--- config.mk ---
export PLATFORM = sky130hd
export DESIGN_NAME = dma_wr_sched
export DESIGN_NICKNAME = d
export VERILOG_FILES = /design/src/rtl/dma_pkg.sv /design/src/rtl/dma_rr_arbiter.sv /design/src/rtl/dma_wr_sched.sv
export SDC_FILE = /design/constraint.sdc
export NUM_CORES = 1
export LEC_CHECK = 0
export CAP_MARGIN = 20
export CORE_AREA = 3 3 161 163
export CTS_BUF_LIST = sky130_fd_sc_hd__clkbuf_8 sky130_fd_sc_hd__clkbuf_16
export CTS_CLUSTER_DIAMETER = 150
export DETAILED_ROUTE_END_ITERATION = 10
export DIE_AREA = 0 0 164 166
export GPL_TIMING_DRIVEN = 0
export PLACE_DENSITY = 0.68
export SYNTH_ARGS = -nofsm -noshare
export SYNTH_HDL_FRONTEND = slang
export SYNTH_SLANG_ARGS = --single-unit
--- constraint.sdc ---
create_clock -name clk -period 2.5 [get_ports clk]
set_input_delay 0.25 -clock clk [delete_from_list [all_inputs] [get_ports clk]]
set_output_delay 0.25 -clock clk [all_outputs]
set_load 0.03 [all_outputs]
--- src/rtl/dma_pkg.sv ---
// -----------------------------------------------------------------------------
// dma_pkg
// Shared types and default widths for the DMA write scheduler.
//   state_e      : scheduler FSM state (IDLE accepts a beat, ISSUE drives AXI)
//   DEF_*_W      : default address / data / awuser widths
//   BEAT_BYTES   : bytes carried by one single-beat write at the default width
// -----------------------------------------------------------------------------
package dma_pkg;

    typedef enum logic {
        IDLE  = 1'b0,
        ISSUE = 1'b1
    } state_e;

    localparam int DEF_ADDR_W = 32;
    localparam int DEF_DATA_W = 64;
    localparam int DEF_USER_W = 16;
    localparam int BEAT_BYTES = DEF_DATA_W / 8;

endpackage

--- src/rtl/dma_rr_arbiter.sv ---
// -----------------------------------------------------------------------------
// dma_rr_arbiter
// Combinational round-robin pick: grants the first asserted request found by
// searching upward from ptr_i, wrapping at NREQ.
//   req_i        in   NREQ   request vector
//   ptr_i        in   PTR_W  highest-priority index this cycle (must be < NREQ)
//   grant_o      out  NREQ   one-hot grant, all zero when no request
//   grant_idx_o  out  PTR_W  binary index of the granted request
//   grant_any_o  out  1      some request was granted
// -----------------------------------------------------------------------------
module dma_rr_arbiter #(
    parameter int NREQ  = 2,
    parameter int PTR_W = (NREQ > 1) ? $clog2(NREQ) : 1
) (
    input  logic [NREQ-1:0]  req_i,
    input  logic [PTR_W-1:0] ptr_i,
    output logic [NREQ-1:0]  grant_o,
    output logic [PTR_W-1:0] grant_idx_o,
    output logic             grant_any_o
);

    // One extra bit so ptr + offset never overflows before the wrap.
    localparam int               SUM_W  = PTR_W + 1;
    localparam logic [SUM_W-1:0] NREQ_V = SUM_W'(NREQ);

    logic [SUM_W-1:0] cand;

    always_comb begin
        grant_o     = '0;
        grant_idx_o = '0;
        grant_any_o = 1'b0;
        cand        = '0;
        for (int k = 0; k < NREQ; k++) begin
            cand = {1'b0, ptr_i} + SUM_W'(k);
            if (cand >= NREQ_V) begin
                cand = cand - NREQ_V;
            end
            if (!grant_any_o && req_i[cand[PTR_W-1:0]]) begin
                grant_o[cand[PTR_W-1:0]] = 1'b1;
                grant_idx_o              = cand[PTR_W-1:0];
                grant_any_o              = 1'b1;
            end
        end
    end

endmodule

--- src/rtl/dma_wr_sched.sv ---
// -----------------------------------------------------------------------------
// dma_wr_sched
// Round-robin scheduler of single-beat AXI writes from NREQ DMA requesters onto
// one AW/W path. The granted requester's DSid rides on awuser. AW and W are
// tracked independently; a beat completes once both have handshaken. Each
// requester has a sticky completion interrupt and a 32-bit beat counter.
//   clk, reset         clock, synchronous active-high reset
//   req_valid/ready    per-requester beat handshake (ready is one-hot)
//   req_addr/data/dsid packed per-requester payload, req_last marks end
//   axi_aw*            AW channel (awaddr, awuser = DSid)
//   axi_w*             W channel
//   done_intr          sticky "last beat written" flag per requester
//   intr_clr           clears done_intr[i] and beat_cnt[i]
//   beat_cnt           packed 32-bit completed-beat counters
// -----------------------------------------------------------------------------
module dma_wr_sched
    import dma_pkg::*;
#(
    parameter int NREQ   = 2,
    parameter int ADDR_W = DEF_ADDR_W,
    parameter int DATA_W = DEF_DATA_W,
    parameter int USER_W = DEF_USER_W
) (
    input  logic                   clk,
    input  logic                   reset,
    input  logic [NREQ-1:0]        req_valid,
    output logic [NREQ-1:0]        req_ready,
    input  logic [NREQ*ADDR_W-1:0] req_addr,
    input  logic [NREQ*DATA_W-1:0] req_data,
    input  logic [NREQ-1:0]        req_last,
    input  logic [NREQ*USER_W-1:0] req_dsid,
    output logic                   axi_awvalid,
    input  logic                   axi_awready,
    output logic [ADDR_W-1:0]      axi_awaddr,
    output logic [USER_W-1:0]      axi_awuser,
    output logic                   axi_wvalid,
    input  logic                   axi_wready,
    output logic [DATA_W-1:0]      axi_wdata,
    output logic [NREQ-1:0]        done_intr,
    input  logic [NREQ-1:0]        intr_clr,
    output logic [NREQ*32-1:0]     beat_cnt
);

    localparam int               PTR_W    = (NREQ > 1) ? $clog2(NREQ) : 1;
    localparam logic [PTR_W-1:0] LAST_IDX = PTR_W'(NREQ - 1);

    // Unpacked views of the packed requester buses.
    logic [ADDR_W-1:0] addr_a [NREQ];
    logic [DATA_W-1:0] data_a [NREQ];
    logic [USER_W-1:0] dsid_a [NREQ];

    for (genvar gi = 0; gi < NREQ; gi++) begin : g_unpack
        assign addr_a[gi] = req_addr[gi*ADDR_W +: ADDR_W];
        assign data_a[gi] = req_data[gi*DATA_W +: DATA_W];
        assign dsid_a[gi] = req_dsid[gi*USER_W +: USER_W];
    end

    state_e            state_q, state_d;
    logic [PTR_W-1:0]  rr_q, rr_d;
    logic              aw_ok_q, aw_ok_d;
    logic              w_ok_q, w_ok_d;
    logic [ADDR_W-1:0] addr_q, addr_d;
    logic [DATA_W-1:0] data_q, data_d;
    logic [USER_W-1:0] user_q, user_d;
    logic              last_q, last_d;
    logic [PTR_W-1:0]  idx_q, idx_d;

    logic [NREQ-1:0]   grant;
    logic [PTR_W-1:0]  grant_idx;
    logic              grant_any;
    logic              aw_done;
    logic              w_done;
    logic              beat_done;

    dma_rr_arbiter #(
        .NREQ  (NREQ),
        .PTR_W (PTR_W)
    ) u_arb (
        .req_i       (req_valid),
        .ptr_i       (rr_q),
        .grant_o     (grant),
        .grant_idx_o (grant_idx),
        .grant_any_o (grant_any)
    );

    always_comb begin
        state_d     = state_q;
        rr_d        = rr_q;
        aw_ok_d     = aw_ok_q;
        w_ok_d      = w_ok_q;
        addr_d      = addr_q;
        data_d      = data_q;
        user_d      = user_q;
        last_d      = last_q;
        idx_d       = idx_q;
        req_ready   = '0;
        axi_awvalid = 1'b0;
        axi_wvalid  = 1'b0;
        aw_done     = 1'b0;
        w_done      = 1'b0;
        beat_done   = 1'b0;

        case (state_q)
            IDLE: begin
                // Suppress ready during reset so no requester believes a beat
                // was taken that reset is about to discard.
                if (!reset && grant_any) begin
                    req_ready = grant;
                    addr_d    = addr_a[grant_idx];
                    data_d    = data_a[grant_idx];
                    user_d    = dsid_a[grant_idx];
                    last_d    = req_last[grant_idx];
                    idx_d     = grant_idx;
                    rr_d      = (grant_idx == LAST_IDX) ? '0 : grant_idx + 1'b1;
                    state_d   = ISSUE;
                end
            end

            ISSUE: begin
                axi_awvalid = ~aw_ok_q;
                axi_wvalid  = ~w_ok_q;
                // A channel counts as done if it finished earlier or
                // handshakes right now (valid is high whenever ok is low).
                aw_done     = aw_ok_q | axi_awready;
                w_done      = w_ok_q | axi_wready;
                if (aw_done && w_done) begin
                    beat_done = 1'b1;
                    aw_ok_d   = 1'b0;
                    w_ok_d    = 1'b0;
                    state_d   = IDLE;
                end else begin
                    aw_ok_d   = aw_done;
                    w_ok_d    = w_done;
                end
            end

            default: begin
                state_d = IDLE;
            end
        endcase
    end

    always_ff @(posedge clk) begin
        if (reset) begin
            state_q <= IDLE;
            rr_q    <= '0;
            aw_ok_q <= 1'b0;
            w_ok_q  <= 1'b0;
            addr_q  <= '0;
            data_q  <= '0;
            user_q  <= '0;
            last_q  <= 1'b0;
            idx_q   <= '0;
        end else begin
            state_q <= state_d;
            rr_q    <= rr_d;
            aw_ok_q <= aw_ok_d;
            w_ok_q  <= w_ok_d;
            addr_q  <= addr_d;
            data_q  <= data_d;
            user_q  <= user_d;
            last_q  <= last_d;
            idx_q   <= idx_d;
        end
    end

    assign axi_awaddr = addr_q;
    assign axi_awuser = user_q;
    assign axi_wdata  = data_q;

    // Per-requester completion flag and beat counter. A completing beat takes
    // precedence over a clear: the flag stays set, the counter restarts at 1.
    for (genvar gi = 0; gi < NREQ; gi++) begin : g_req
        logic        hit;
        logic        done_q;
        logic [31:0] cnt_q;

        assign hit = beat_done && (idx_q == PTR_W'(gi));

        always_ff @(posedge clk) begin
            if (reset) begin
                done_q <= 1'b0;
                cnt_q  <= '0;
            end else begin
                if (hit) begin
                    cnt_q <= intr_clr[gi] ? 32'd1 : cnt_q + 32'd1;
                end else if (intr_clr[gi]) begin
                    cnt_q <= '0;
                end

                if (hit && last_q) begin
                    done_q <= 1'b1;
                end else if (intr_clr[gi]) begin
                    done_q <= 1'b0;
                end
            end
        end

        assign done_intr[gi]           = done_q;
        assign beat_cnt[gi*32 +: 32]   = cnt_q;
    end

endmodule

==> reports/results.ini <==
[setup_path]
rrSetupSlack_ns=0.18
worst-path-max-fanout=10
crit_path_end_kind=flip-flop
reg2reg_to=g_req[1].cnt_q[25]$_SDFFE_PP0P_
cp.required_ns=2.79
crit_arrival_ns=2.61
path_cells=nand3_1, or4_4, clkbuf_1, clkbuf_2, o31ai_1, a21oi_1
cp_slowest_stage_delay_ns=0.59
r2r_cells=6
critical-path-slowest-cell=or4_4
worstSetupPathType=flip-flop to flip-flop
r2r_start=g_req[1].cnt_q[3]$_SDFFE_PP0P_
start_kind=flip-flop

[cells_and_area]
final_cell_area_sq_um=12800
fin_nets=1482
multi_input_area_sq_um=3540
area_growth_pct=68.2
drive_gt1_share_pct=4.85
fin_cells=1588
seq_area_sq_um=3680
final.fill_count=2271

[synthesis]
yosys_warnings=0
synth_enable_flop_cells=0
synthFlopType=dfxtp_1
syn-num-nets=1050
synthesis.instances=814
netlist_area_sq_um=7590
ys_ff_latch=184
avgSynthCellArea_sq_um=9.32
yosysUniqueCellTypes=42
synth_seq_area_share_pct=48.6
async_reset_ff_share_pct=0

[run_status]
status=completed

[power]
p_per_area_nw_per_um2=590
p_leak_nw=4.27
peakVddDrop_mv=0.335
finalPower_mw=7.52

[die]
die_area_sq_um=27200
die_y_um=166
io-pin-count=416
start_util_pct=31.0
fp-row-count=57
fp.coreArea_sq_um=24500
die_x_um=164

[timing]
setup_viol=0
timing.hold.ws_ns=0.305
slew_headroom_pct=43.6
slew_violations=0
skew_ns=0.0155
hold_violations=0
fmax_mhz=432
tightest_slew_ns=0.846
rsz0062_at_grt=no
fin_crit_ns=2.32
period_share_pct=92.7

[clock_tree]
cts_made_buffers=17
post_cts_buffers=0
root_buffer=clkbuf_16
cts_tree=done
clk_pin_slew_ns=0.07
cts_hold_buf=0
cts_buffer_depth=2
ctsResizeCount=7
clkLatencyLatePin_ns=0.44
htreeDepth=4
clock-sinks=184

[global_routing]
grt_pass1_vias=8522
track_usage_pct=23.7
grt_pass1_wl_um=50300
grt_max_degree=19
antenna_found_initial=7
grt-ovfl-total=0

[hold_path]
whs_endpoint=g_req[0].done_q$_SDFFE_PP0P_
hold_class=input port to flip-flop
min_from=reset
worstHoldPathCells=3

[drt]
dr.first_iter.drc_count=1002
vias=8667
ant_nets=0
drc=0
dr.pass1.iters=9
wl_per_cell_um=21.1
wirelength_um=33600
viasPerCell=5.46

[flow_run]
drv_cap=0

[place]
place_congestion=0.909
io_buffers=414
postPlaceCellArea_sq_um=12100
hpwlAfterDp_um=25400
place_inst=1552

[synth_stat cells (all sizes together) (15+ instances only)]
cell type,instances,area (sq um)
o31ai,24,180
nand3,22,115
nor4,16,100
buf,19,109
or3,21,136
dfxtp,184,3680
or4,27,210
a21oi,37,185
xnor2,15,131
nand2,35,131
a222oi,113,1130
nand4,18,113
clkbuf,62,233
nor2,134,503
[layout make-up]
type / instances / share of cell area [%]
sequential: 184 / 28.9
clock buffer: 17 / 3.33
timing repair buffer: 414 / 32.4
clock inverter: 15 / 1.43
inverter: 6 / 0.176
tap: 324 / 3.18
buffer: 80 / 2.74
multi-input combinational: 543 / 27.7
antenna: 5 / 0.0980
[how the worst max path moves through the flow]
stage | from | end | slack (ns) | depth (start not counted)
finish | g_req[1].cnt_q[3]$_SDFFE_PP0P_ | g_req[1].cnt_q[25]$_SDFFE_PP0P_ | 0.18 | 6
global route | idx_q$_SDFFE_PP0P_ | g_req[1].cnt_q[25]$_SDFFE_PP0P_ | 0.01 | 7
CTS | state_q$_SDFF_PP0_ | req_ready[1] | 0.01 | 5
detailed placement | req_valid[0] | req_ready[1] | -0.34 | 6
global placement | req_valid[0] | req_ready[1] | -0.32 | 6
floorplan | g_req[0].cnt_q[10]$_SDFFE_PP0P_ | g_req[0].cnt_q[27]$_SDFFE_PP0P_ | 0.31 | 6
[flip-flops by register name, summed over array words and instances, names as in the netlist]
name	flops
aw_ok_q	1
rr_q	1
w_ok_q	1
g_req.done_q	2
last_q	1
state_q	1
axi_awaddr	32
axi_awuser	16
axi_wdata	64
g_req.cnt_q	64
idx_q	1
[routing by layer]
layer,share of wire (%),global-route usage (%)
met1,40,28.1
met2,49,39.3
met4,3.4,8.75
met3,8.3,8.46
met5,0.071,0
[metrics by stage]
step	TNS, ns	utilization, %	worst slack, ns
after floorplan	0	-	0.313
after global placement	-3.38	49.6	-0.318
after detailed placement	-5.92	49.6	-0.343
after CTS	0	52.1	0.0115
after global routing	0	52.2	0.00985
final	0	52.2	0.183
[worst max-delay path, delay by kind of cell, from the launching register on]
kind            cells  cell delay [ns]
simple gates        2             0.82
buf+inv             2             0.56
flops               1             0.45
compound gates      2             0.35
[cells by family (layout without fill, tap and decap cells)]
kind of cell	count (synthesis)	in the layout	synth area share (%)
adders and majority gates	2	2	0.330
muxes	9	9	1.19
buffers and inverters	87	532	4.80
and+or+nand+nor	314	314	21.0
xor gates and xnor gates	17	17	1.96
AOI/OAI and AO/OA	201	201	22.2
DFF	184	184	48.6
other	0	5	0
[layout by cell type (no fill, tap or decap), types with 4 or more instances in the layout]
cell,synthesis,layout
or3_1,20,20
clkdlybuf4s50_1,0,412
nand3_1,21,21
a21oi_1,37,37
o31ai_1,24,24
o21ai_0,13,13
inv_8,0,4
nor2b_1,5,5
and3_1,7,6
and4_1,10,10
nand4_1,18,18
inv_1,6,6
xnor2_1,15,15
clkbuf_1,62,54
or4_1,25,25
nor2_1,134,134
or2_2,4,4
dfxtp_1,184,184
clkbuf_16,0,17
buf_1,10,10
nand2_1,35,35
a222oi_1,113,113
mux2i_1,9,9
nor3_1,7,7
o21a_1,5,5
diode_2,0,5
nor4_1,16,16
clkbuf_2,0,7
[power by group]
group | internal (mW) | switching, mW
combinational | 0.742 | 0.784
clock | 1.52 | 1.32
sequential | 3.07 | 0.0865
total | 5.33 | 2.19
(Power assumes the default switching activity.)
